[src/rtl/input_conditioner.sv]
// Multi-channel button/switch conditioner: 2-flop synchroniser, per-channel debounce,
// registered edge pulses, toggle state and a shared rise-event counter.
module input_conditioner #(
  parameter int NCH       = 5,
  parameter int DB_CYCLES = 1000000,
  parameter int CNTW      = 16
) (
  input  logic            clk,
  input  logic            rst,
  input  logic [NCH-1:0]  raw_in,
  input  logic [NCH-1:0]  tog_clr,
  input  logic            evt_clr,
  output logic [NCH-1:0]  stable,
  output logic [NCH-1:0]  rise,
  output logic [NCH-1:0]  fall,
  output logic [NCH-1:0]  toggle,
  output logic            any_evt,
  output logic [CNTW-1:0] evt_cnt
);

  localparam int CW = (DB_CYCLES < 1) ? 1 : $clog2(DB_CYCLES + 1);
  localparam logic [CW-1:0] LAST = CW'(DB_CYCLES - 1);
  localparam logic [CW-1:0] ONE  = CW'(1);

  logic [NCH-1:0]  s1_q, s2_q;
  logic [NCH-1:0]  stable_q, stable_d;
  logic [NCH-1:0]  rise_q, rise_d;
  logic [NCH-1:0]  fall_q, fall_d;
  logic [NCH-1:0]  toggle_q, toggle_d;
  logic            any_evt_q, any_evt_d;
  logic [CNTW-1:0] evt_cnt_q, evt_cnt_d;
  logic [CNTW-1:0] pop;
  logic [CW-1:0]   cnt_q [NCH];
  logic [CW-1:0]   cnt_d [NCH];

  // Pulses, toggle and counter all derive from the next stable value so they
  // become visible on the same edge as the new stable level.
  always_comb begin
    stable_d = stable_q;
    for (int i = 0; i < NCH; i++) begin
      cnt_d[i] = '0;
      if (s2_q[i] != stable_q[i]) begin
        if (cnt_q[i] == LAST) stable_d[i] = s2_q[i];
        else                  cnt_d[i]    = cnt_q[i] + ONE;
      end
    end
    rise_d    = stable_d & ~stable_q;
    fall_d    = ~stable_d & stable_q;
    toggle_d  = (toggle_q ^ rise_d) & ~tog_clr;
    any_evt_d = |(rise_d | fall_d);
    pop = '0;
    for (int i = 0; i < NCH; i++) pop = pop + CNTW'(rise_d[i]);
    evt_cnt_d = evt_clr ? '0 : evt_cnt_q + pop;
  end

  always_ff @(posedge clk or posedge rst) begin
    if (rst) begin
      s1_q      <= '0;
      s2_q      <= '0;
      stable_q  <= '0;
      rise_q    <= '0;
      fall_q    <= '0;
      toggle_q  <= '0;
      any_evt_q <= 1'b0;
      evt_cnt_q <= '0;
      for (int i = 0; i < NCH; i++) cnt_q[i] <= '0;
    end else begin
      s1_q      <= raw_in;
      s2_q      <= s1_q;
      stable_q  <= stable_d;
      rise_q    <= rise_d;
      fall_q    <= fall_d;
      toggle_q  <= toggle_d;
      any_evt_q <= any_evt_d;
      evt_cnt_q <= evt_cnt_d;
      for (int i = 0; i < NCH; i++) cnt_q[i] <= cnt_d[i];
    end
  end

  assign stable  = stable_q;
  assign rise    = rise_q;
  assign fall    = fall_q;
  assign toggle  = toggle_q;
  assign any_evt = any_evt_q;
  assign evt_cnt = evt_cnt_q;

endmodule

[config.mk]
export PLATFORM = sky130hd
export DESIGN_NAME = input_conditioner
export DESIGN_NICKNAME = d
export VERILOG_FILES = /design/src/rtl/input_conditioner.sv
export SDC_FILE = /design/constraint.sdc
export NUM_CORES = 1
export LEC_CHECK = 0
export CAP_MARGIN = 25
export CORE_AREA = 2 2 137 139
export CTS_CLUSTER_DIAMETER = 40
export DETAILED_ROUTE_END_ITERATION = 8
export DIE_AREA = 0 0 139 141
export DONT_BUFFER_PORTS = 1
export PLACE_DENSITY_LB_ADDON = 0.08
export SLEW_MARGIN = 0
export SYNTH_ARGS = -nofsm -noshare
export SYNTH_HDL_FRONTEND = slang
export SYNTH_SLANG_ARGS = --single-unit
[constraint.sdc]
create_clock -name clk -period 11.2 [get_ports clk]
set_clock_uncertainty 0.1 [all_clocks]
set_input_delay 1.12 -clock clk [delete_from_list [all_inputs] [get_ports clk]]
set_output_delay 1.12 -clock clk [all_outputs]
set_load 0.01 [all_outputs]
* Word level (Yosys, flattened, before mapping)
Cells that the tools add are included.
** Storage, ports and cells
- Logic and storage cells :: 63
- Memory bits (read-only) :: 0
- Memory bits (writable) :: 0
- Latch bits :: 0
- Memories kept :: 0
- Input port bits :: 13
- Flip-flop bits (word level) :: 147
- Output and inout port bits :: 37
** Cells by class
- Multiplexer cells :: 21
- Add/subtract/negate cells :: 10
- Reduce and logical (&&, ||, !) cells :: 1
- Div/mod/pow operators :: 0
- Equality and inequality tests :: 10
- Order comparisons :: 0
- $mul :: 0
- Bitwise logic cells :: 8
- Shift operators :: 0
** Operators with widths (count)
- $mux 20 :: 10
- $add 20x1->20 const B :: 5
- $eq 20x20->1 const B :: 5
- $add 16x5->16 :: 1
- $mux 16 :: 1
- $and 5x5->5 :: 3
- $not 5->5 :: 3
- $mux 1 :: 10
- $add 4x1->5 :: 1
- $ne 1x1->1 :: 5
- $or 5x5->5 :: 1
- $reduce_or 5->1 :: 1
- $xor 5x5->5 :: 1
- $add 3x1->4 :: 1
- $add 2x1->3 :: 1
- $add 1x1->2 :: 1

* Logic depth before layout (Yosys ltp)
Gate-level depths: netlist of run 1.
- Depth in word-level cells :: 10
- Mapped depth :: 17
- Mapped depth without buffers :: 16

* Least setup slack after synthesis of run 1
No wires, ideal clock.
- Kind :: reg-to-reg
- Start :: register cnt_q[96] (netlist bit)
- End :: register evt_cnt_q[12] (netlist: evt_cnt[12])
- Cell stages (with the launch flop) :: 17
- Data arrival time :: 4.237 ns
- Path buffers :: 0
- Path slack :: 6.784 ns
- Setup time :: 0.078 ns
- Data required time :: 11.022 ns
- Clock period less this slack :: 4.416 ns
- Path through :: dfrtp_1 nand3_1 or3_1 nor3_1 mux2_2 ha_1 fa_1 inv_1 fa_1 inv_1 ha_1 inv_1 fa_1 nor2b_1 o211ai_1 or3_1 a21oi_1
** On the way
- Longest elaborated chain between the ends :: 10
** RTL lines
- start, declared :: RTL line 33 : logic [CW-1:0] cnt_q [NCH];
- $eq 20x20->1 :: RTL line 43 : if (cnt_q[i] == LAST) stable_d[i] = s2_q[i];
- $mux 1 :: RTL line 43
- $mux 1 :: RTL line 42 : if (s2_q[i] != stable_q[i]) begin
- via stable_d[0] :: RTL line 26 : logic [NCH-1:0] stable_q, stable_d;
- $and 5x5->5 :: RTL line 47 : rise_d = stable_d & ~stable_q;
- via rise_d[0] :: RTL line 27 : logic [NCH-1:0] rise_q, rise_d;
- $add 1x1->2 :: RTL line 52 : for (int i = 0; i < NCH; i++) pop = pop + CNTW'(rise_d[i]);
- $add 2x1->3 :: RTL line 52
- $add 3x1->4 :: RTL line 52
- $add 4x1->5 :: RTL line 52
- $add 16x5->16 :: RTL line 53 : evt_cnt_d = evt_clr ? '0 : evt_cnt_q + pop;
- $mux 16 :: RTL line 53
- via evt_cnt_d[12] :: RTL line 31 : logic [CNTW-1:0] evt_cnt_q, evt_cnt_d;
- end signal, assigned :: RTL line 75 : evt_cnt_q <= evt_cnt_d;
- end, declared :: RTL line 31
The timed path passes the listed nets, and every way through them passes these cells.

* Worst setup path in the final report of run 1
- Start :: register cnt_q[48] (netlist bit)
- End :: register evt_cnt_q[12] (netlist: evt_cnt[12])
** On the way
- Longest elaborated chain between the ends :: 9
** RTL lines (RTL line)
- $eq 20x20->1 :: 43
- $mux 1 :: 43
- $mux 1 :: 42
- via stable_d[2] :: 26
- $and 5x5->5 :: 47
- via rise_d[2] :: 27
- $add 2x1->3 :: 52
- $add 3x1->4 :: 52
- $add 4x1->5 :: 52
- $add 16x5->16 :: 53
- $mux 16 :: 53
- via evt_cnt_d[12] :: 31
The timed path passes the listed nets, and every way through them passes these cells.

==> results of run 1 <==
==> final cells by class <==
cell class	instances	area (sq um)	area share [%]
multi-input cells	501	3240	40.6
clock buffers	20	447	5.60
inverters	29	114	1.43
repair buffers	4	50.0	0.627
flip-flops and latches	147	3680	46.1
clock inverters	12	156	1.96
well taps	234	293	3.67
==> power by group <==
group	leakage, nW	internal [mW]	total (mW)	switching (mW)
logic	0.934	0.00734	0.0284	0.0210
registers	2.02	0.537	0.544	0.00698
clock network	0.283	0.357	0.578	0.222
==> cell families (layout without fill, tap and decap cells) <==
| group | Yosys count | count (layout) | synth area share [%] |
|---|---|---|---|
| flip-flops | 147 | 147 | 51.7 |
| buffers and inverters | 51 | 65 | 2.99 |
| AND/OR/NAND/NOR | 313 | 313 | 23.3 |
| multiplexers | 10 | 10 | 1.49 |
| XOR/XNOR | 82 | 82 | 10.1 |
| adder cells (fa/ha/maj) | 22 | 22 | 4.18 |
| AO/OA/AOI/OAI | 74 | 74 | 6.31 |
==> layer usage <==
layer  GRT usage [%]  vias up
li1                -     2468
met1            22.5     2441
met2            25.1       64
met3            5.06        6
met4            4.41        0
met5               0        -
==> sequential cells by signal, summed over array words and instances (netlist names) <==
name,count
evt_cnt,16
cnt_q,100
rise,5
any_evt,1
fall,5
toggle,5
s1_q,5
s2_q,5
stable,5
==> cells in the final DEF (no fill, tap or decap), types with 4 or more instances in the layout <==
| master | count |
|---|---|
| and2_1 | 5 |
| clkinvlp_4 | 4 |
| and4_1 | 11 |
| xor2_1 | 37 |
| o21ai_0 | 24 |
| nand4b_1 | 4 |
| xnor2_1 | 45 |
| ha_1 | 19 |
| mux2_2 | 4 |
| nor4_1 | 18 |
| and3_1 | 13 |
| mux2i_1 | 5 |
| clkbuf_16 | 17 |
| o31ai_1 | 7 |
| dfrtp_1 | 147 |
| nor2_1 | 91 |
| nand3_1 | 45 |
| a21oi_1 | 32 |
| inv_1 | 28 |
| nand2_1 | 32 |
| or3_1 | 24 |
| nand4_1 | 26 |
| or4_1 | 8 |
| nor3_1 | 19 |
==> through the flow <==
step | instance area, sq um | hold slack, ps | power [mW]
finish | 7980 | 249 | 1.15
global route | 7980 | 270 | 1.20
CTS | 7950 | 252 | 1.17
detailed placement | 7350 | 238 | 0.582
global placement | 7350 | 234 | 0.582
floorplan | 7120 | 231 | 0.575
==> critical path: cells and delay by family, from the launching register on <==
kind / cells / cell delay [ps]
fa+ha+maj: 5 / 1740
simple gates: 5 / 1590
compound gates: 2 / 340
flops: 1 / 430
mux: 1 / 410
buf+inv: 3 / 180
==> worst min-delay path by stage <==
stage	startpoint	to	cells past startpoint
6_report	s1_q[0]	s2_q[0]	0
3_3_place_gp	s1_q[0]	s2_q[0]	0
3_5_place_dp	s1_q[0]	s2_q[0]	0
5_1_grt	s1_q[2]	s2_q[2]	0
2_1_floorplan	s1_q[0]	s2_q[0]	0
4_1_cts	s1_q[0]	s2_q[0]	0
==> flow_summary.json, run 1 <==
{
  "vias": 4979,
  "synth_edf_count": 0,
  "wl_per_cell_um": 15.5,
  "postSynthAreaPerCell_sq_um": 10.2,
  "tns_ps": 0,
  "crit_chain": "nor4b_1 > nand2_1 > nor3_1 > mux2_2 > ha_1 > fa_1 > inv_1 > fa_1 > inv_1 > ha_1 > inv_1 > fa_1 > nor2b_1 > o211ai_1 > or3_1 > a21oi_1",
  "dp_hpwl_um": 10100,
  "ios": 50,
  "async_reset_ff_share_pct": 100,
  "pre_cts_ws_ps": 6340,
  "routed-wl-met3_um": 662,
  "ys_warn_count": 0,
  "crit_arrival_ps": 5090,
  "tightest_slew_ps": 882,
  "crit_slowest_cell": "fa_1",
  "crit_fanout": 6,
  "insertion_delay_ps": 410,
  "track_usage_pct": 16.3,
  "grt_max_degree": 82,
  "die_x_um": 139,
  "status": "finished, final reports clean",
  "synth_flop_cell": "dfrtp_1",
  "dr.pass1.iters": 4,
  "rr_startpoint": "cnt_q[48]",
  "endpoint": "evt_cnt[12]",
  "rows": 50,
  "setup_viol": 0,
  "cp-end-kind": "flop",
  "required_ps": 11430,
  "cts_max_level": 4,
  "top_layer": "met4",
  "syn_area_sq_mm": 0.00712,
  "cts_tree": "yes",
  "antenna_found_initial": 0,
  "drive_gt1_share_pct": 7.43,
  "fin_util_pct": 43.7,
  "totalWireLength_um": 14700,
  "r2r_slack_ps": 6350,
  "leakage_nw": 3.24,
  "grt_setup_unrepaired": "false",
  "min_path_type": "flop to flop",
  "peakVddDrop_uv": 143,
  "relSlewSlack_pct": 41.2,
  "hold_viol_final": 0,
  "syn-num-nets": 734,
  "maxCapViolations": 0,
  "ant_nets": 0,
  "cts_buffers": 17,
  "rr_worst_depth": 16,
  "gp_congestion": 0.771,
  "layout.cells.non_filler": 947,
  "ys_ff_latch": 147,
  "vias_per_cell": 5.26,
  "ys_seq_area_share_pct": 51.7,
  "ctsRootBufferMaster": "clkbuf_16",
  "drtIter0Drc": 296,
  "antenna_cells": 0,
  "yosys-top-cells-count": "dfrtp_1 (147), nor2_1 (91), nand3_1 (45), xnor2_1 (45), xor2_1 (37)",
  "met1_length_um": 7180,
  "grt_pass1_wl_um": 25900,
  "die_h_um": 141,
  "critPathLaunchType": "flop",
  "synthMostInstantiatedCell": "dfrtp_1",
  "grt_pass1_vias": 5169,
  "path_clk_slew_ps": 60,
  "synth_area_leaders": "dfrtp_1 (52%), xnor2_1 (5.5%), nor2_1 (4.8%)",
  "synthCells": 699,
  "placedCellCount": 914,
  "min_period_ps": 4850,
  "drc": 0,
  "maxSlewViolCount": 0,
  "worst_slack_ps": 6350,
  "wl_met2_um": 6730,
  "worst_path_largest_cell_delay_ps": 510,
  "synth_top_area_cell": "dfrtp_1",
  "fill_cells": 1777,
  "core_area_sq_mm": 0.0183,
  "die_area_sq_mm": 0.0196,
  "clockBufferDepth": 2,
  "synth_cell_types": 43,
  "cts_resized": 0,
  "synth_top_area_share_pct": 51.7,
  "gr-total-overflow": 0,
  "io_buffers": 0,
  "cp-startpoint": "cnt_q[48]",
  "crit_type": "flop to flop",
  "clock-sinks": 147,
  "start_util_pct": 39.0,
  "holdBufCountCts": 0,
  "fmax_ghz": 0.206,
  "period_share_pct": 43.3,
  "r2r_end": "evt_cnt[12]",
  "area_delta_synth_final_pct": 12.0,
  "layout.nets": 735,
  "cts_setup_buffers": 0,
  "power.density_mw_per_mm2": 144
}
No activity file was read; power rests on OpenSTA's default activity.
==> run 2, diff against run 1 <==
- clock period: 11.2 -> 5 ns (I/O delays scaled with it)
==> run 2 against run 1 <==
Net effect: clock power rose by 130%; first-iteration DRC count rose by 13%; critical path type unchanged; flip-flop and latch count unchanged; critical endpoint unchanged; routed wire length fell by 0.10%; sequential share of layout area shrank 0.48 points; cell count grew 0.84%; highest routed layer unchanged; final area grew 1.1%; global-route usage fell by 0.32 points.
==> flow_summary.json, run 2 (synthesis results as in run 1) <==
{
  "status": "finished, final reports clean",
  "critPathLaunchType": "flop",
  "dr.pass1.iters": 4,
  "power.density_mw_per_mm2": 323,
  "core_area_sq_mm": 0.0183,
  "ctsRootBufferMaster": "clkbuf_16",
  "maxSlewViolCount": 0,
  "grt_setup_unrepaired": "false",
  "tightest_slew_ps": 847,
  "tns_ps": 0,
  "rr_startpoint": "cnt_q[96]",
  "io_buffers": 0,
  "drive_gt1_share_pct": 7.91,
  "hold_viol_final": 0,
  "min_path_cells": 1,
  "vias_per_cell": 5.30,
  "clockBufferDepth": 2,
  "cts_buffers": 17,
  "drc": 0,
  "crit_arrival_ps": 4890,
  "holdWs_ps": 29.6,
  "ios": 50,
  "dp_hpwl_um": 10000,
  "antenna_cells": 0,
  "worstHoldStart": "evt_clr",
  "area_delta_synth_final_pct": 13.2,
  "crit_fanout": 5,
  "rows": 50,
  "cts_max_level": 4,
  "layout.nets": 743,
  "final_common_cell": "dfrtp_1",
  "track_usage_pct": 16.0,
  "cp-startpoint": "cnt_q[96]",
  "wl_per_cell_um": 15.4,
  "grt_pass1_wl_um": 25300,
  "start_util_pct": 39.0,
  "gr-total-overflow": 0,
  "die_x_um": 139,
  "min_path_type": "input pin to flop",
  "r2r_slack_ps": 360,
  "clock-sinks": 147,
  "pre_cts_ws_ps": 352,
  "p_total_mw": 2.60,
  "cts_tree": "yes",
  "largest_reg_flops": 100,
  "totalWireLength_um": 14700,
  "rr_worst_depth": 16,
  "fin_util_pct": 44.1,
  "peakVddDrop_uv": 245,
  "gp_congestion": 0.774,
  "die_area_sq_mm": 0.0196,
  "vias": 5059,
  "min_period_ps": 4640,
  "fmax_ghz": 0.215,
  "required_ps": 5250,
  "insertion_delay_ps": 420,
  "leakage_nw": 3.28,
  "grt_pass1_vias": 5081,
  "setup_viol": 0,
  "drtIter0Drc": 335,
  "path_clk_slew_ps": 60,
  "grt_max_degree": 111,
  "cp-end-kind": "flop",
  "mostFrequentLayoutCells": "dfrtp_1 (147), nor2_1 (91), nand3_1 (45), xnor2_1 (45), xor2_1 (37)",
  "ant_nets": 0,
  "hold_end": "evt_cnt[11]",
  "crit_type": "flop to flop",
  "die_h_um": 141,
  "antenna_found_initial": 0,
  "worst_slack_ps": 360,
  "relSlewSlack_pct": 43.5,
  "maxCapViolations": 0,
  "largest_register": "cnt_q",
  "r2r_end": "evt_cnt[12]",
  "period_share_pct": 92.8
}
run 2: cell types whose count changed in the layout (fill, tap and decap cells not counted), moves of 2 or more:
| cell | previous run | this run |
|---|---|---|
| dlygate4sd3_1 | 0 | 6 |
| buf_4 | 3 | 5 |
| clkbuf_1 | 2 | 0 |
| clkinv_2 | 2 | 4 |
run 2: worst max-delay path, cell delays in order (launching register included):
cell and delay, ps:
dfrtp_1 390, nand3_1 140, or3_1 420, nor3_1 370, mux2_2 400, ha_1 250
fa_1 510, inv_1 50, fa_1 420, inv_1 60, ha_1 170, inv_1 60
fa_1 370, nor2b_1 200, o211ai_1 150, or3_1 370, a21oi_1 140
run 2: where the power goes:
part	internal [mW]	switching, mW	total, mW	leakage [nW]
clock network	0.809	0.504	1.31	0.295
registers	1.20	0.0159	1.22	2.02
logic	0.0194	0.0479	0.0674	0.969
run 2: what timing repair did:
| item | 4_1_cts | 5_1_grt |
|---|---|---|
| endpoints found under the setup margin | 0 | 0 |
| hold buffers | 5 | 1 |
| endpoints found under the hold margin | 5 | 12 |
| buffers inserted | 0 | 0 |
| resized for setup | 0 | 0 |
run 2: how the worst max path moves through the flow:
stage	to	slack, ps	depth (start not counted)
2_1_floorplan	any_evt	450	1
3_3_place_gp	evt_cnt[14]	470	16
3_5_place_dp	evt_cnt[14]	350	16
4_1_cts	evt_cnt[14]	330	16
5_1_grt	evt_cnt[12]	110	16
6_report	evt_cnt[12]	360	16
run 2: cell type report:
cell class | count | area [sq um]
fillers | 1739 | 10200
repair buffers | 12 | 125
well taps | 234 | 293
inverters | 29 | 114
multi-input cells | 501 | 3240
clock inverters | 13 | 159
flip-flops and latches | 147 | 3680
clock buffers | 19 | 453
run 2: through the flow:
stage | instance area [sq um] | instances
2_1_floorplan | 7120 | 699
3_3_place_gp | 7360 | 916
3_5_place_dp | 7360 | 916
4_1_cts | 8020 | 953
5_1_grt | 8060 | 955
6_report | 8060 | 955
run 2: per-layer routing:
| layer | wire length [um] | global-route usage [%] | part of all wire [%] |
|---|---|---|---|
| met1 | 6990 | 21.3 | 48 |
| met2 | 6900 | 25.1 | 47 |
| met3 | 622 | 4.93 | 4.2 |
| met4 | 144 | 5.00 | 0.98 |
| met5 | 0 | 0 | 0 |
==> run 3, diff against run 2 <==
- SLEW_MARGIN: 0 -> 15
==> run 3 against run 2 <==
Net effect: first-iteration DRC count shrank 1.5%; non-clock buffer count stayed put; combinational power is essentially flat; sequential power hardly changed; critical path depth stayed put; global-route usage did not move; via count about the same; setup slack gained 0.55 ps; sequential share of layout area unchanged; hold slack got worse by 3.5 ps; clock power about the same; fmax is essentially flat; largest power group unchanged.
==> flow_summary.json, run 3 (synthesis results as in run 1) <==
{
  "status": "finished, final reports clean",
  "min_path_cells": 1,
  "clockBufferDepth": 2,
  "min_path_type": "input pin to flop",
  "r2r_end": "evt_cnt[12]",
  "die_h_um": 141,
  "power.density_mw_per_mm2": 323,
  "mostFrequentLayoutCells": "dfrtp_1 (147), nor2_1 (91), nand3_1 (45), xnor2_1 (45), xor2_1 (37)",
  "period_share_pct": 92.8,
  "drc": 0,
  "largest_reg_flops": 100,
  "crit_type": "flop to flop",
  "wl_met2_um": 6870,
  "totalWireLength_um": 14700,
  "io_buffers": 0,
  "final_common_cell": "dfrtp_1",
  "antenna_cells": 0,
  "drive_gt1_share_pct": 7.91,
  "cts_setup_buffers": 0,
  "p_int_mw": 2.03,
  "cp-end-kind": "flop",
  "critical_path_buf_inv_count": 3,
  "required_ps": 5250,
  "ctsRootBufferMaster": "clkbuf_16",
  "antenna_found_initial": 0,
  "path_clk_slew_ps": 60,
  "clock-sinks": 147,
  "ios": 50,
  "vias_per_cell": 5.29,
  "maxSlewViolCount": 0,
  "ant_nets": 0,
  "pwr-share-comb_pct": 2.6,
  "hold_end": "evt_cnt[11]",
  "maxCapViolations": 0,
  "crit_chain": "nand3_1 > or3_1 > nor3_1 > mux2_2 > ha_1 > fa_1 > inv_1 > fa_1 > inv_1 > ha_1 > inv_1 > fa_1 > nor2b_1 > o211ai_1 > or3_1 > a21oi_1",
  "top_layer": "met4",
  "crit_fanout": 5,
  "cts_tree": "yes",
  "rr_worst_depth": 16,
  "switchingPower_uw": 571,
  "min_period_ps": 4640,
  "crit_slowest_cell": "fa_1",
  "clkPwrFrac_pct": 50.5,
  "pwr-share-seq_pct": 46.9,
  "grt_setup_unrepaired": "false",
  "start_util_pct": 39.0,
  "fill_cells": 1739,
  "layout.nets": 743,
  "rows": 50,
  "largest_register": "cnt_q",
  "grt_pass1_wl_um": 25300,
  "r2r_slack_ps": 360,
  "rr_startpoint": "cnt_q[96]",
  "gp_congestion": 0.774,
  "swShare_pct": 21.9,
  "cts_buffers": 17,
  "routed-wl-met3_um": 643,
  "tightest_slew_ps": 840,
  "area_delta_synth_final_pct": 13.2,
  "gr-total-overflow": 0,
  "met1_length_um": 7050,
  "critPathTopFamily": "adder cells",
  "critPathLaunchType": "flop",
  "cts_max_level": 4,
  "vias": 5054,
  "die_x_um": 139,
  "grt_max_degree": 111,
  "wl_per_cell_um": 15.4,
  "leakage_nw": 3.28,
  "grt_pass1_vias": 5081,
  "drtIter0Drc": 330,
  "peakVddDrop_uv": 248,
  "insertion_delay_ps": 430,
  "worst_path_largest_cell_delay_ps": 510,
  "tns_ps": 0,
  "crit_arrival_ps": 4890,
  "fin_util_pct": 44.1,
  "die_area_sq_mm": 0.0196,
  "dp_hpwl_um": 10000,
  "setup_viol": 0,
  "hold_viol_final": 0,
  "relSlewSlack_pct": 44.0,
  "holdBufCountCts": 5,
  "track_usage_pct": 16.0,
  "cts_resized": 0,
  "dr.pass1.iters": 4,
  "core_area_sq_mm": 0.0183,
  "fmax_ghz": 0.216,
  "worstHoldStart": "evt_clr"
}
## run 3: per-layer routing
layer,GRT usage [%],up-vias
met5,0,-
met4,5.00,0
met3,4.93,16
met2,25.1,79
met1,21.3,2475
li1,-,2484
## run 3: power groups by stage
stage                     Combinational, mW  Sequential (mW)  Clock [mW]
after floorplan                      0.0506             1.24           0
after global placement               0.0632             1.24           0
after detailed placement             0.0635             1.24           0
after CTS                            0.0670             1.22        1.34
after global routing                 0.0797             1.22        1.40
final                                0.0675             1.22        1.32
## run 3: worst max path at each step
stage	startpoint	to	slack (ps)	cells after the start
after floorplan	rst	any_evt	450	1
after global placement	cnt_q[96]	evt_cnt[14]	470	16
after detailed placement	cnt_q[96]	evt_cnt[14]	350	16
after CTS	cnt_q[96]	evt_cnt[14]	330	16
after global routing	cnt_q[96]	evt_cnt[12]	110	16
final	cnt_q[96]	evt_cnt[12]	360	16
## run 3: area by class of cell
cell class	instances	area [sq um]	share of cell area, %
Inverter	29	114	1.41
Clock inverter	13	159	1.97
Sequential cell	147	3680	45.6
Multi-Input combinational cell	501	3240	40.2
Clock buffer	19	453	5.62
Timing Repair Buffer	12	125	1.55
Tap cell	234	293	3.63
## run 3: per-stage QoR
step,cells,setup slack (ps),cell area [sq um],power (mW),hold slack (ps)
4_1_cts,953,327,8020,2.63,11.3
5_1_grt,955,114,8060,2.71,7.05
6_report,955,360,8060,2.60,26.0
2_1_floorplan,699,449,7120,1.29,231
3_3_place_gp,916,468,7360,1.30,235
3_5_place_dp,916,352,7360,1.30,240
